$ cat src/rtl/delay_meas_if.sv
// Run-control and result bus between a host and delay_meas_ctrl.
// The host drives start/abort; the controller returns status and statistics.
interface delay_meas_if;
   logic        start;
   logic        abort;
   logic        busy;
   logic        done;
   logic        timeout;
   logic        sample_valid;
   logic [31:0] sample;
   logic [39:0] sum;
   logic [31:0] min_s;
   logic [31:0] max_s;

   modport master (
      output start, abort,
      input  busy, done, timeout, sample_valid, sample, sum, min_s, max_s
   );

   modport slave (
      input  start, abort,
      output busy, done, timeout, sample_valid, sample, sum, min_s, max_s
   );
endinterface

$ cat src/rtl/delay_meas_ctrl.sv
// Propagation-delay measurement sequencer: toggles a launch level into a path,
// times the synchronized return against a free-running datapath counter.
//
// state   | meaning
// --------+--------------------------------------------------------------
// IDLE    | no run; start clears statistics and begins a run
// LAUNCH  | snapshot counter into t0, toggle pathInput
// WAIT    | counter enabled; wait for synchronized edge or timeout
// CAPTURE | record modular delay, update sum/min/max/count
// GAP     | settle down-counter between measurements
// FIN     | one-cycle done strobe
module delay_meas_ctrl #(
   parameter int unsigned SAMPLES = 16,
   parameter int unsigned TIMEOUT = 65535,
   parameter int unsigned SETTLE  = 8,
   parameter bit          INVERT  = 1'b0
) (
   input  logic         clk,
   input  logic         rst_n,
   delay_meas_if.slave  ctl,
   output logic         pathInput,
   input  logic         pathResult,
   output logic         ld,
   input  logic [31:0]  result
);

   localparam logic [7:0]  SAMPLES_C = SAMPLES[7:0];
   localparam logic [7:0]  SETTLE_C  = SETTLE[7:0];
   localparam logic [31:0] TIMEOUT_C = TIMEOUT[31:0];

   typedef enum logic [2:0] {
      S_IDLE,
      S_LAUNCH,
      S_WAIT,
      S_CAPTURE,
      S_GAP,
      S_FIN
   } state_t;

   state_t      state_q, state_d;
   logic        psync1_q, psync1_d;
   logic        psync_q, psync_d;
   logic        path_in_q, path_in_d;
   logic        expected_q, expected_d;
   logic [31:0] t0_q, t0_d;
   logic [31:0] sample_q, sample_d;
   logic        sample_valid_q, sample_valid_d;
   logic [39:0] sum_q, sum_d;
   logic [31:0] min_q, min_d;
   logic [31:0] max_q, max_d;
   logic        timeout_q, timeout_d;
   logic [7:0]  count_q, count_d;
   logic [7:0]  gap_q, gap_d;

   logic [31:0] elapsed;
   logic [7:0]  count_inc;
   logic        busy;

   // Modular difference keeps counter wrap-around invisible.
   assign elapsed   = result - t0_q;
   assign count_inc = count_q + 8'd1;
   assign busy      = (state_q != S_IDLE);

   always_ff @(posedge clk or negedge rst_n) begin
      if (!rst_n) begin
         state_q        <= S_IDLE;
         psync1_q       <= INVERT;
         psync_q        <= INVERT;
         path_in_q      <= 1'b0;
         expected_q     <= 1'b0;
         t0_q           <= '0;
         sample_q       <= '0;
         sample_valid_q <= 1'b0;
         sum_q          <= '0;
         min_q          <= '1;
         max_q          <= '0;
         timeout_q      <= 1'b0;
         count_q        <= '0;
         gap_q          <= '0;
      end else begin
         state_q        <= state_d;
         psync1_q       <= psync1_d;
         psync_q        <= psync_d;
         path_in_q      <= path_in_d;
         expected_q     <= expected_d;
         t0_q           <= t0_d;
         sample_q       <= sample_d;
         sample_valid_q <= sample_valid_d;
         sum_q          <= sum_d;
         min_q          <= min_d;
         max_q          <= max_d;
         timeout_q      <= timeout_d;
         count_q        <= count_d;
         gap_q          <= gap_d;
      end
   end

   always_comb begin
      state_d        = state_q;
      psync1_d       = pathResult;
      psync_d        = psync1_q;
      path_in_d      = path_in_q;
      expected_d     = expected_q;
      t0_d           = t0_q;
      sample_d       = sample_q;
      sample_valid_d = 1'b0;
      sum_d          = sum_q;
      min_d          = min_q;
      max_d          = max_q;
      timeout_d      = timeout_q;
      count_d        = count_q;
      gap_d          = gap_q;

      // Abort wins over every busy-state action; all results simply hold.
      if (ctl.abort && busy) begin
         state_d = S_IDLE;
      end else begin
         case (state_q)
            S_IDLE: begin
               if (ctl.start && !ctl.abort) begin
                  state_d   = S_LAUNCH;
                  sum_d     = '0;
                  count_d   = '0;
                  timeout_d = 1'b0;
                  min_d     = '1;
                  max_d     = '0;
               end
            end
            S_LAUNCH: begin
               t0_d       = result;
               path_in_d  = ~path_in_q;
               expected_d = ~path_in_q ^ INVERT;
               state_d    = S_WAIT;
            end
            S_WAIT: begin
               if (psync_q == expected_q) begin
                  state_d = S_CAPTURE;
               end else if (elapsed >= TIMEOUT_C) begin
                  timeout_d = 1'b1;
                  state_d   = S_FIN;
               end
            end
            S_CAPTURE: begin
               sample_d       = elapsed;
               sample_valid_d = 1'b1;
               sum_d          = sum_q + {8'd0, elapsed};
               if (elapsed < min_q) min_d = elapsed;
               if (elapsed > max_q) max_d = elapsed;
               count_d = count_inc;
               if (count_inc == SAMPLES_C) begin
                  state_d = S_FIN;
               end else begin
                  gap_d   = SETTLE_C - 8'd1;
                  state_d = S_GAP;
               end
            end
            S_GAP: begin
               if (gap_q == 8'd0) begin
                  state_d = S_LAUNCH;
               end else begin
                  gap_d = gap_q - 8'd1;
               end
            end
            S_FIN: begin
               state_d = S_IDLE;
            end
            default: begin
               state_d = S_IDLE;
            end
         endcase
      end
   end

   assign pathInput        = path_in_q;
   assign ld               = (state_q == S_WAIT);
   assign ctl.busy         = busy;
   assign ctl.done         = (state_q == S_FIN);
   assign ctl.timeout      = timeout_q;
   assign ctl.sample       = sample_q;
   assign ctl.sample_valid = sample_valid_q;
   assign ctl.sum          = sum_q;
   assign ctl.min_s        = min_q;
   assign ctl.max_s        = max_q;

endmodule

$ cat src/flat_wrapper.sv
// flat-port wrapper written by rule: the top's interface ports become plain ports
module delay_meas_ctrl_flat 
#(
   parameter int unsigned SAMPLES = 16,
   parameter int unsigned TIMEOUT = 65535,
   parameter int unsigned SETTLE  = 8,
   parameter bit          INVERT  = 1'b0
)
  (clk, rst_n, pathInput, pathResult, ld, result, ctl_start, ctl_abort, ctl_busy, ctl_done, ctl_timeout, ctl_sample_valid, ctl_sample, ctl_sum, ctl_min_s, ctl_max_s);
  delay_meas_if ctl_i ();
  input  logic clk;
  input  logic rst_n;
  output logic pathInput;
  input  logic pathResult;
  output logic ld;
  input  logic [31:0] result;
  input wire logic [$bits(ctl_i.start)-1:0] ctl_start;
  input wire logic [$bits(ctl_i.abort)-1:0] ctl_abort;
  output wire logic [$bits(ctl_i.busy)-1:0] ctl_busy;
  output wire logic [$bits(ctl_i.done)-1:0] ctl_done;
  output wire logic [$bits(ctl_i.timeout)-1:0] ctl_timeout;
  output wire logic [$bits(ctl_i.sample_valid)-1:0] ctl_sample_valid;
  output wire logic [$bits(ctl_i.sample)-1:0] ctl_sample;
  output wire logic [$bits(ctl_i.sum)-1:0] ctl_sum;
  output wire logic [$bits(ctl_i.min_s)-1:0] ctl_min_s;
  output wire logic [$bits(ctl_i.max_s)-1:0] ctl_max_s;
  assign ctl_i.start = ctl_start;
  assign ctl_i.abort = ctl_abort;
  assign ctl_busy = ctl_i.busy;
  assign ctl_done = ctl_i.done;
  assign ctl_timeout = ctl_i.timeout;
  assign ctl_sample_valid = ctl_i.sample_valid;
  assign ctl_sample = ctl_i.sample;
  assign ctl_sum = ctl_i.sum;
  assign ctl_min_s = ctl_i.min_s;
  assign ctl_max_s = ctl_i.max_s;
  delay_meas_ctrl #(.SAMPLES(SAMPLES), .TIMEOUT(TIMEOUT), .SETTLE(SETTLE), .INVERT(INVERT)) u_core (.clk(clk), .rst_n(rst_n), .ctl(ctl_i), .pathInput(pathInput), .pathResult(pathResult), .ld(ld), .result(result));
endmodule
$ cat config.mk
export PLATFORM = sky130hd
export DESIGN_NAME = delay_meas_ctrl_flat
export DESIGN_NICKNAME = d
export VERILOG_FILES = /design/src/rtl/delay_meas_if.sv /design/src/rtl/delay_meas_ctrl.sv /design/src/flat_wrapper.sv
export SDC_FILE = /design/constraint.sdc
export NUM_CORES = 1
export LEC_CHECK = 0
export BUFFER_PORTS_ARGS = -buffer_cell sky130_fd_sc_hd__buf_2
export CAP_MARGIN = 20
export CORE_ASPECT_RATIO = 0.8
export CORE_UTILIZATION = 35
export CTS_CLUSTER_DIAMETER = 150
export DETAILED_ROUTE_END_ITERATION = 6
export GPL_TIMING_DRIVEN = 0
export SETUP_SLACK_MARGIN = 0.15
export SLEW_MARGIN = 20
export SYNTH_ARGS = -nofsm -noshare
export SYNTH_HDL_FRONTEND = slang
export SYNTH_SLANG_ARGS = --single-unit
$ cat constraint.sdc
create_clock -name clk -period 8.5 [get_ports clk]
set_input_delay 0.85 -clock clk [delete_from_list [all_inputs] [get_ports clk]]
set_output_delay 0.85 -clock clk [all_outputs]
set_load 0.02 [all_outputs]
After elaboration in Yosys (flattened, before gate mapping)
Index checks and enable logic that the tools add are counted.
W data, S select, Z words.
- mux-type cells: 26
- add/sub/neg operators: 4
- equal/unequal tests: 17
- reduce and logical (&&, ||, !) cells: 17
- bitwise gates (word level): 2
- order comparisons: 3
- operators with widths (kind ; count):
    $mux W32 ; 4
    $pmux W32 S2 ; 2
    $pmux W40 S2 ; 1
    $add A40 B32 Y40 ; 1
    $mux W40 ; 1
    $ge A32 B16 Y1 const B ; 1
    $gt A32 B32 Y1 ; 1
    $lt A32 B32 Y1 ; 1
    $pmux W8 S2 ; 2
    $sub A32 B32 Y32 ; 1
    $mux W8 ; 3
    $mux W3 ; 5
    $pmux W3 S5 ; 1
    $reduce_and A4 Y1 ; 3
    $add A8 B1 Y8 const B ; 1
    $eq A8 B5 Y1 const B ; 1
    $logic_not A8 Y1 ; 1
    $ne A2 B1 Y1 const B ; 4
    $sub A8 B1 Y8 const B ; 1
    $eq A3 B2 Y1 const B ; 2
    $eq A3 B3 Y1 const B ; 2
    $mux W1 ; 6
    $ne A2 B2 Y1 const B ; 3
    $ne A3 B1 Y1 const B ; 2
    other kinds (13) ; 19
- word-level logic and storage cells: 82
- register bits: 192
- output and inout port bits: 142

Depth between registers and ports, before layout
- depth after elaboration: 6
- depth in mapped cells: 23
- depth with buffers taken out: 21

Worst setup path after synthesis
No wires, ideal clock.
- path kind: input port to flip-flop
- from: in result[16]
- to: reg u_core.max_q[14] (netlist: u_core.ctl.max_s[14])
- data required time: 8375 ps
- stages on the path: 18
- arrival: 5001 ps
- path slack: 3374 ps
- library setup time: 125 ps
- cell sequence: ha_1 > clkbuf_1 > a21oi_1 > o211a_1 > a211oi_2 > nor3_1 > a211o_1 > or4b_1 > nand3_1 > ha_1 > nand3_1 > nor4_1 > nand3b_1 > mux2i_1 > a31oi_2 > a21oi_4 > buf_6 > mux2_4
- cells in the longest elaborated chain, start to end: 4
- RTL lines (what ; line ; source):
    from (decl) ; flat_wrapper.sv:16 ; input logic [31:0] result;
    $sub A32 B32 Y32 ; delay_meas_ctrl.sv:60 ; assign elapsed = result - t0_q;
    via u_core.elapsed[31] ; delay_meas_ctrl.sv:55 ; logic [31:0] elapsed;
    $gt A32 B32 Y1 ; delay_meas_ctrl.sv:148 ; if (elapsed > max_q) max_d = elapsed;
    $ne A2 B1 Y1 (no source line) ; n/a ;
    $reduce_and A4 Y1 (no source line) ; n/a ;
    to (signal assigned) ; delay_meas_ctrl.sv:91 ; max_q <= max_d;
    to (decl) ; delay_meas_ctrl.sv:50 ; logic [31:0] max_q, max_d;
The timed path passes the listed nets, and every way through them passes these cells.
A chain may end at the register's enable or synchronous reset.

Worst setup path in the final report
- from: in result[0]
- to: reg u_core.max_q[21] (netlist: u_core.ctl.max_s[21])
Same word-level chain as after synthesis.

==> metrics.json <==
{
  "routing": {
    "drt-total-wl_um": 42900,
    "drt_first_pass_iters": 7,
    "dr_total_vias": 12000,
    "post-route-drc-count": 22,
    "drt_iter0_markers": 1177,
    "antenna_left": 0,
    "wire_per_inst_um": 19.6,
    "route.detailed.vias_per_inst": 5.46
  },
  "pwr": {
    "power_density_nw_per_um2": 464,
    "power_frac_comb": 0.671,
    "power.share.clock": 0.114,
    "static-leakage-power_nw": 7.58,
    "net-switching-power_mw": 3.71,
    "power_frac_seq": 0.215,
    "p_int_mw": 3.46,
    "peakVddDrop_v": 0.000178,
    "switching_fraction_of_total_power": 0.517,
    "fin_total_pwr_mw": 7.16
  },
  "yosys": {
    "synth_top_cell_area_share": 0.302,
    "syn-instance-count": 1493,
    "synth.distinct_cells": 88,
    "synthMostInstantiatedCell": "sky130_fd_sc_hd__nand2_1",
    "ys_seq_area_frac": 0.366,
    "yosys_warnings": 0,
    "ys_ff_latch": 192,
    "mappedNetlistArea_um2": 13300,
    "synth_enable_flop_cells": 0,
    "synth_nets": 1656,
    "synth_area_leader_cell": "sky130_fd_sc_hd__dfrtp_1",
    "synth_async_sr_flop_share": 1.00,
    "postSynthAreaPerCell_um2": 8.88,
    "synth.cells.most_frequent": "188 x sky130_fd_sc_hd__nand2_1, 160 x sky130_fd_sc_hd__dfrtp_1, 147 x sky130_fd_sc_hd__o21ai_0, 142 x sky130_fd_sc_hd__inv_1, 124 x sky130_fd_sc_hd__ha_1",
    "post_synth_main_area_contributors": "sky130_fd_sc_hd__dfrtp_1 30%, sky130_fd_sc_hd__ha_1 12%, sky130_fd_sc_hd__dfstp_2 6.3%",
    "synth_top_flop_cell": "sky130_fd_sc_hd__dfrtp_1"
  },
  "setup_path": {
    "required_ps": 8830,
    "timing.setup.critical_path_class": "input port to flop",
    "cp.arrival_ps": 6430,
    "worst_setup_path_end_kind": "flop",
    "timing.critical_path.fanout_max": 10,
    "cp-start-kind": "input port",
    "worst_r2r_path_depth": 19
  },
  "sta": {
    "clock_skew_ps": 18.6,
    "summed_negative_setup_slack_over_all_endpoints_ps": 0,
    "max_freq_mhz": 164,
    "slew_headroom": 0.332,
    "min_period_over_period": 0.717,
    "fin_worst_hold_slack_ps": 308,
    "timing.final.hold_violations": 0,
    "finalSetupViolations": 0,
    "timing.final.crit_period_ps": 6100,
    "slew_violations": 0,
    "tightestPinTransition_ps": 999,
    "grt_setup_unrepaired": "false"
  },
  "min_path": {
    "min_path_type": "input port to asynchronous set/reset pin"
  },
  "global_routing": {
    "first_global_vias": 11300,
    "grt_antenna_before_repair": 2,
    "grtUsageTotal": 0.224,
    "grt_max_degree": 85,
    "global_route_wire_length_before_repair_um": 66200,
    "grt_overflow_total": 0
  },
  "clock_network": {
    "post-cts-setup-buffer-count": 0,
    "cts.sinks": 192,
    "cts_tree": "yes",
    "cts_inserted_buffers": 17,
    "cts_hold_buffers": 0,
    "ctsResizeCount": 0,
    "clkSlewWorstSetupHoldPaths_ps": 90,
    "worst_skew_pair.late_latency_ps": 460,
    "cts_root_buffer": "sky130_fd_sc_hd__clkbuf_16",
    "cts_max_level": 4,
    "max-clock-path-buffers": 2
  },
  "die": {
    "fp.coreArea_um2": 37200,
    "floorplan.die.width_um": 220,
    "std_cell_rows": 63,
    "floorplan.die.height_um": 176,
    "fp.dieArea_um2": 38700,
    "initial_core_util": 0.356,
    "design.portCount": 179
  },
  "layout": {
    "antenna_cells_inserted": 0,
    "nNetsFinal": 1857,
    "area_growth_syn_to_layout_pct": 16.4,
    "post_route_cells_drive_above_1_share": 0.176
  },
  "run_status": {
    "result_of_the_run": "finished with violations",
    "violations_in_the_final_reports": "DRC"
  },
  "placement": {
    "dpl.hpwl_um": 33500,
    "place.port_buffers": 177,
    "finalWeightedCongestion": 0.917
  },
  "run": {
    "cap_violations": 0
  }
}
[worst paths after layout]
check	start	endpoint	slack [ps]
max	result[0]	u_core.ctl.max_s[21]	2400
min	rst_n	u_core.gap_q[6]	310
max reg2reg	u_core.t0_q[0]	u_core.ctl.max_s[21]	2600
min reg2reg	u_core.psync1_q	u_core.psync_q	350
max in group asynchronous	rst_n	u_core.ctl.min_s[13]	7370
min in group clk	u_core.psync1_q	u_core.psync_q	350
[sequential cells by signal, indices dropped and copies added (netlist names)]
| register | flops |
|---|---|
| u_core.ctl.sum | 40 |
| u_core.ctl.max_s | 32 |
| u_core.ctl.min_s | 32 |
| u_core.ctl.sample | 32 |
| u_core.t0_q | 32 |
| u_core.count_q | 8 |
| u_core.gap_q | 8 |
| u_core.state_q | 3 |
| u_core.ctl.sample_valid | 1 |
| u_core.ctl.timeout | 1 |
| u_core.pathInput | 1 |
| u_core.psync1_q | 1 |
| u_core.psync_q | 1 |
[worst max-delay path, stage by stage]
cell and delay, ps:
sky130_fd_sc_hd__buf_2 100, sky130_fd_sc_hd__inv_1 50, sky130_fd_sc_hd__ha_1 160, sky130_fd_sc_hd__inv_1 50, sky130_fd_sc_hd__fa_1 440, sky130_fd_sc_hd__a211oi_1 360, sky130_fd_sc_hd__o21ai_1 270, sky130_fd_sc_hd__nand4_1 290
sky130_fd_sc_hd__a21oi_1 130, sky130_fd_sc_hd__o21ai_1 300, sky130_fd_sc_hd__o21ai_0 170, sky130_fd_sc_hd__xor2_1 780, sky130_fd_sc_hd__ha_1 260, sky130_fd_sc_hd__nand3_1 110, sky130_fd_sc_hd__nor4_1 670, sky130_fd_sc_hd__nand3b_1 190
sky130_fd_sc_hd__mux2i_1 270, sky130_fd_sc_hd__a31oi_2 150, sky130_fd_sc_hd__a21oi_4 260, sky130_fd_sc_hd__buf_6 230, sky130_fd_sc_hd__mux2_4 310
[power groups by stage]
stage	clock [mW]	sequential, mW	combinational (mW)
5_1_grt	0.860	1.58	5.33
6_report	0.814	1.54	4.80
3_3_place_gp	0	1.55	4.58
4_1_cts	0.826	1.54	4.76
3_5_place_dp	0	1.55	4.72
2_1_floorplan	0	1.75	3.09
[placed cells by master, fill, tap and decap left out, drive strengths merged, types with 8 or more instances in the layout]
cell / synthesis / routed
and3: 18 / 18
inv: 142 / 145
dfstp: 32 / 32
a211oi: 8 / 8
mux2: 11 / 11
a211o: 8 / 8
xor2: 26 / 26
ha: 124 / 124
nand3: 35 / 35
o21ai: 154 / 154
a2111oi: 10 / 10
nor3: 23 / 23
o21a: 19 / 19
a31oi: 18 / 18
nand2: 188 / 188
clkinv: 0 / 8
mux2i: 37 / 37
o211ai: 11 / 11
buf: 17 / 199
dfrtp: 160 / 160
a21oi: 78 / 78
a21o: 40 / 40
nand4: 16 / 16
and2: 9 / 9
xnor2: 25 / 25
clkbuf: 44 / 61
nor2: 69 / 69
nand2b: 18 / 18
o32a: 33 / 33
[cell type report]
cell class / count / area [um^2]
sequential: 192 / 4840
tap: 487 / 609
clock buffer: 17 / 425
multi-input combinational: 1098 / 7620
timing repair buffer: 182 / 971
fill: 3785 / 21800
buffer: 61 / 285
clock inverter: 15 / 138
inverter: 142 / 533
[kinds of logic after synthesis]
logic type,share of synthesized area
compound gates,0.225
flops,0.366
buf+inv,0.0617
fa+ha+maj,0.121
xor+xnor,0.0361
mux,0.0387
simple gates,0.152
[stage by stage]
| stage | instances | instance area [um^2] | utilization | worst slack (ps) |
|---|---|---|---|---|
| final | 2194 | 15400 | 0.415 | 2400 |
| after global routing | 2194 | 15400 | 0.415 | 2050 |
| after CTS | 2194 | 15400 | 0.415 | 2550 |
| after detailed placement | 2162 | 14900 | 0.399 | 2110 |
| after global placement | 2157 | 14700 | 0.396 | 1220 |
| after floorplan | 1493 | 13300 | - | 3370 |
[layer usage]
layer	routed length, um	up-vias	global-route usage
met5	0	-	0
met4	1080	0	0.0729
met3	2760	54	0.0422
met2	17800	366	0.320
met1	21300	5787	0.335
li1	-	5772	-
Power figures use the tool's default switching activity.
